--- config.mk ---
export PLATFORM = sky130hd
export DESIGN_NAME = booth_mult_seq
export DESIGN_NICKNAME = d
export VERILOG_FILES = /design/src/rtl/booth_mult_seq.sv
export SDC_FILE = /design/constraint.sdc
export NUM_CORES = 1
export LEC_CHECK = 0
export ABC_AREA = 1
export CORE_ASPECT_RATIO = 0.5
export CORE_MARGIN = 2
export CORE_UTILIZATION = 46
export CTS_CLUSTER_DIAMETER = 120
export CTS_CLUSTER_SIZE = 14
export DETAILED_ROUTE_END_ITERATION = 8
export GPL_TIMING_DRIVEN = 0
export PLACE_DENSITY = 0.8
export SKIP_CTS_REPAIR_TIMING = 1
export SYNTH_ARGS = -nofsm -noshare
export SYNTH_HDL_FRONTEND = slang
export SYNTH_SLANG_ARGS = --single-unit
--- constraint.sdc ---
create_clock -name clk -period 2.1 [get_ports clk]
set_input_delay 0.315 -clock clk [delete_from_list [all_inputs] [get_ports clk]]
set_output_delay 0.315 -clock clk [all_outputs]
set_load 0.01 [all_outputs]
--- src/rtl/booth_mult_seq.sv ---
// Sequential signed radix-2 Booth multiplier: one add/sub/no-op plus arithmetic
// right shift per cycle, product valid WIDTH cycles after the accepted start.

module ripple_addsub #(
    parameter int WIDTH = 5
) (
    input  logic [WIDTH-1:0] a,
    input  logic [WIDTH-1:0] b,
    input  logic             m,
    output logic [WIDTH-1:0] sum
);
    logic [WIDTH-1:0] bx;
    logic [WIDTH-1:0] c;

    // Subtract is a + ~b + 1: invert b and feed m in as the carry.
    assign bx   = b ^ {WIDTH{m}};
    assign c[0] = m;

    for (genvar gi = 0; gi < WIDTH - 1; gi++) begin : g_carry
        assign c[gi+1] = (a[gi] & bx[gi]) | (c[gi] & (a[gi] ^ bx[gi]));
    end

    assign sum = a ^ bx ^ c;
endmodule

module booth_mult_seq #(
    parameter int WIDTH = 4
) (
    input  logic               clk,
    input  logic               rst,
    input  logic               start,
    input  logic [WIDTH-1:0]   multiplicand,
    input  logic [WIDTH-1:0]   multiplier,
    output logic               busy,
    output logic               done,
    output logic [2*WIDTH-1:0] product
);
    localparam int CW = $clog2(WIDTH + 1);

    typedef enum logic {IDLE, CALC} state_t;

    state_t         state;
    state_t         state_nxt;
    logic [WIDTH:0] acc;
    logic [WIDTH:0] mx;
    logic [WIDTH-1:0] q;
    logic           q_1;
    logic [CW-1:0]  count;

    logic [WIDTH:0] sum;
    logic           sub_mode;
    logic [WIDTH:0] acc_upd;
    logic [WIDTH:0] acc_sh;
    logic [WIDTH-1:0] q_sh;
    logic           last;

    ripple_addsub #(.WIDTH(WIDTH + 1)) u_addsub (
        .a   (acc),
        .b   (mx),
        .m   (sub_mode),
        .sum (sum)
    );

    always_ff @(posedge clk) begin
        if (rst) begin
            state <= IDLE;
        end else begin
            state <= state_nxt;
        end
    end

    always_comb begin
        state_nxt = state;
        case (state)
            IDLE:    if (start) state_nxt = CALC;
            CALC:    if (last)  state_nxt = IDLE;
            default: state_nxt = IDLE;
        endcase
    end

    // Booth pair 10 subtracts, 01 adds; equal bits leave the accumulator alone.
    always_comb begin
        sub_mode = q[0];
        acc_upd  = (q[0] ^ q_1) ? sum : acc;
        acc_sh   = {acc_upd[WIDTH], acc_upd[WIDTH:1]};
        q_sh     = {acc_upd[0], q[WIDTH-1:1]};
        last     = (count == CW'(1));
    end

    always_ff @(posedge clk) begin
        if (rst) begin
            acc     <= '0;
            mx      <= '0;
            q       <= '0;
            q_1     <= 1'b0;
            count   <= '0;
            busy    <= 1'b0;
            done    <= 1'b0;
            product <= '0;
        end else begin
            done <= 1'b0;
            case (state)
                IDLE: begin
                    if (start) begin
                        mx    <= {multiplicand[WIDTH-1], multiplicand};
                        q     <= multiplier;
                        acc   <= '0;
                        q_1   <= 1'b0;
                        count <= CW'(WIDTH);
                        busy  <= 1'b1;
                    end
                end
                CALC: begin
                    acc   <= acc_sh;
                    q     <= q_sh;
                    q_1   <= q[0];
                    count <= count - CW'(1);
                    if (last) begin
                        product <= {acc_sh[WIDTH-1:0], q_sh};
                        done    <= 1'b1;
                        busy    <= 1'b0;
                    end
                end
                default: ;
            endcase
        end
    end
endmodule

==> results.md <==
Global routing:
- The number of global-route vias before repair is 973.
- Summed over all layers, the global routing overflow is 0.
- The overall routing resource usage is 0.1717.
- The pin count of the biggest net entering global routing is 16.
- The initial antenna violation count is 0.
- The global-route wire length before repair is 4160 µm.

Finish:
- Summing all multi-input logic gate instances after layout gives 650.6 µm².
- Of the cells placed in the final design, the portion with a size suffix greater than 1 is 0.1361.
- The area growth from synthesis to layout is 26.75%.
- The total area of sequential cells is 543.0 µm².
- The number of fillers in the final layout is 214.
- The repair_antennas step left the layout with diodes totalling 0.
- The layout net count is 209.

Outcome:
- The final reports fail on setup timing.
- The run finished, with violations left.

Route:
- The count of nets left with antenna violations once routing finished came out at 0.
- After detailed routing, the number of remaining DRC violations is 0.
- Before antenna repair, the detailed router went through 4 iterations.
- The total wire length is 2616 µm.
- The starting DRC count in detailed routing is 33.
- The routed length per placed instance is 11.47 µm.
- Detailed routing inserted a total of 1093 vias.
- The per-cell via count in the routed design is approximately 4.8.

Floorplanning:
- The horizontal die dimension is approximately 80 µm.
- 21 I/O pins were placed.
- The starting density of the core is 0.4912.
- The height of the die is 41.39 µm.
- The floorplan row count is 13.
- The region available for standard cell placement spans 2619 µm².
- The die outline area is 3261 µm².

Placement:
- After legalization and detailed placement, the total HPWL measured 1943 µm.
- The quantity of I/O buffers inserted on ports is 19.
- The final weighted congestion of routability-driven global placement is 0.8058.
- Prior to clock tree synthesis, the placed netlist has a worst setup slack of -126.2 ps.

Logic synthesis:
- The distinct cell type count of the synthesized netlist is 24.
- Among all flip-flop cells after synthesis, the most frequent one is sky130_fd_sc_hd__dfxtp_1.
- Yosys attributes the largest share of cell area to sky130_fd_sc_hd__dfxtp_1 42%, sky130_fd_sc_hd__nand2_1 14%, sky130_fd_sc_hd__fa_1 6.2%, sky130_fd_sc_hd__inv_1 5.8%, sky130_fd_sc_hd__nand3_1 5.8%.
- The area of the mapped netlist is 1286 µm².
- Averaged over all synthesized cells, the footprint is 7.748 µm².
- Counting instances in the post-synthesis netlist gives the leading cell types as 49 x sky130_fd_sc_hd__nand2_1, 27 x sky130_fd_sc_hd__dfxtp_1, 20 x sky130_fd_sc_hd__inv_1.
- The share of synthesized area in the top cell type comes to 0.4202.
- Yosys instantiated no cell more often than sky130_fd_sc_hd__nand2_1.
- The count of flip-flops with a built-in enable after synthesis is 0.
- Summed over all instances, the cell type with the most area after synthesis is sky130_fd_sc_hd__dfxtp_1.
- The total number of yosys warnings is 0.
- Synthesis produced between 150 and 200 cells.
- The number of synthesized register bits is 27.
- Of the synthesized area, sequential elements account for 0.4202.
- The fraction of synthesis flops using an asynchronous set or reset pin is 0.
- The post-synthesis net count is 183.

Clock network:
- The CTS root buffer is sky130_fd_sc_hd__clkbuf_8.
- The clock-pin slew on the worst setup and hold paths is 90 ps.
- The CTS tree is built.
- CTS built an H-tree with a depth of 1.
- Clock latency on the worst-skew pair, taken at its later pin, is 280 ps.
- The total CTS buffers is 3.
- The longest clock path from root to sink contains 2 buffers.
- The tree built by TritonCTS fans out to 27 sinks.

Timing:
- Setup repair after global routing could not meet its margin everywhere.
- The hold violation count in the final report is 0.
- The worst max-slew margin expressed relative to the limit is 0.8152.
- Static timing analysis puts the maximum clock frequency at around 450 MHz.
- The max-slew violation total from the final report is 0.
- Across all setup checks in the final design, the least slack found is -106.0 ps.
- Subtracting the final worst setup slack from the clock period gives roughly 2200 ps.
- At the pin with the least slew margin, the transition time is 275.2 ps.
- The final setup violation count is 2.
- Of the available clock period, the critical path in the final layout requires 1.050.
- The clock arrives with 2.169 ps of skew.

Setup path:
- The kind of cell with the highest combined delay along the critical path is adder cells.
- The worst setup path is of the reg2reg kind.
- The endpoint kind of the worst setup timing path is a register.
- STA puts the critical path data arrival time at 2380 ps.
- For the worst setup path, the data required time is 2270 ps.
- The number of buffers and inverters on the critical path is 4.
- The maximum fanout count along the critical path is 7.
- Counting stages on the worst path, the most repeated cell is sky130_fd_sc_hd__nand2_1.
- The largest stage delay on the critical path is 490 ps.
- For this design, the slowest cell found on the critical path is sky130_fd_sc_hd__fa_1.
- The kind of start point of the critical path is a register.
- The signal on the critical path passes through buf_8 > inv_6 > o21ai_4 > fa_2 > inv_2 > fa_2 > fa_1 > inv_1 > nand2_1 > nand2_1 > nand2_1 > a21oi_1.

Pwr:
- IR analysis of the VDD net gives a maximum drop of 0.3533 mV.
- The overall power after layout is around 0.0010 W.
- The static power due to leakage is between 0.7 and 0.8 nW.
- In this run the power density over the cells is 631.0 nW/µm².

Worst hold path:
- The worst hold path class is in2reg.

Job:
- The count of maximum capacitance violations is 0.
[layer usage]
layer | part of all wire | track usage | vias to the layer above | wire length, µm
met2 | 0.50 | 0.3226 | 15 | 1307
met4 | 0.0046 | 0.06140 | 0 | 12
met3 | 0.028 | 0.03879 | 2 | 72
li1 | - | - | 568 | -
met1 | 0.47 | 0.2063 | 508 | 1224
met5 | 0 | 0 | - | 0
[power breakdown]
group / total, W / internal [W] / switching [W]
registers: 0.000557 / 0.000536 / 0.0000212
clock network: 0.000298 / 0.000133 / 0.000165
logic: 0.000173 / 0.0000770 / 0.0000961
total: 0.00103 / 0.000746 / 0.000282
[cells in the final DEF (no fill, tap or decap)]
master,count
sky130_fd_sc_hd__a21oi_1,8
sky130_fd_sc_hd__a22oi_1,3
sky130_fd_sc_hd__a31oi_1,1
sky130_fd_sc_hd__buf_4,5
sky130_fd_sc_hd__buf_6,1
sky130_fd_sc_hd__buf_8,1
sky130_fd_sc_hd__clkbuf_8,3
sky130_fd_sc_hd__clkdlybuf4s50_1,19
sky130_fd_sc_hd__clkinv_2,1
sky130_fd_sc_hd__dfxtp_1,25
sky130_fd_sc_hd__dfxtp_2,2
sky130_fd_sc_hd__fa_1,2
sky130_fd_sc_hd__fa_2,2
sky130_fd_sc_hd__ha_1,2
sky130_fd_sc_hd__inv_1,19
sky130_fd_sc_hd__inv_2,1
sky130_fd_sc_hd__inv_4,1
sky130_fd_sc_hd__inv_6,1
sky130_fd_sc_hd__nand2_1,49
sky130_fd_sc_hd__nand2_2,3
sky130_fd_sc_hd__nand3_1,15
sky130_fd_sc_hd__nand3_4,1
sky130_fd_sc_hd__nand4_1,1
sky130_fd_sc_hd__nor2_1,11
sky130_fd_sc_hd__nor2_2,1
sky130_fd_sc_hd__nor2_8,1
sky130_fd_sc_hd__o21ai_0,6
sky130_fd_sc_hd__o21ai_1,1
sky130_fd_sc_hd__o21ai_4,1
sky130_fd_sc_hd__or2_0,1
sky130_fd_sc_hd__xnor2_1,2
sky130_fd_sc_hd__xor2_4,1
[metrics by stage]
step / hold WS, ps / instances / cell area [µm²] / TNS, ps / util
floorplan: 438.4 / 166 / 1286 / 0 / -
global placement: 450.8 / 222 / 1523 / -108.7 / 0.5815
detailed placement: 457.1 / 222 / 1523 / -237.6 / 0.5815
CTS: 304.5 / 226 / 1569 / -343.1 / 0.5991
global route: 310.0 / 228 / 1630 / -519.6 / 0.6226
finish: 310.9 / 228 / 1630 / -192.3 / 0.6226
[cells by family (layout without fill, tap and decap cells)]
logic type      after synthesis  in the layout  share of synthesized area
simple gates                 83             83                     0.2918
flops                        27             27                     0.4202
buf+inv                      27             52                     0.1012
compound gates               20             20                    0.08463
fa+ha+maj                     6              6                    0.08171
xor+xnor                      3              3                    0.02043
[cell type report]
| type | count | area share |
|---|---|---|
| Tap cell | 37 | 0.02840 |
| Clock buffer | 3 | 0.02533 |
| Sequential cell | 27 | 0.3331 |
| Clock inverter | 1 | 0.003070 |
| Inverter | 22 | 0.05526 |
| Multi-Input combinational cell | 112 | 0.3991 |
| Timing Repair Buffer | 21 | 0.1259 |
| Buffer | 5 | 0.02993 |
[state kept, by name (all words and copies together), names as in the netlist]
signal   flops
count        3
q_1          1
done         1
product      8
busy         1
state        1
acc          4
mx           4
q            4
[worst paths after layout]
path	from	end	slack, ps	cells past startpoint
worst max register to register	q[0]$_SDFFE_PP0P_	acc[2]$_SDFFE_PP0P_	-110	12
worst max-delay path	q[0]$_SDFFE_PP0P_	acc[2]$_SDFFE_PP0P_	-110	12
worst min-delay path	rst	count[1]$_SDFFE_PP0P_	310	2
worst min register to register	count[1]$_SDFFE_PP0P_	count[1]$_SDFFE_PP0P_	470	2
No activity file was read; power rests on OpenSTA's default activity.
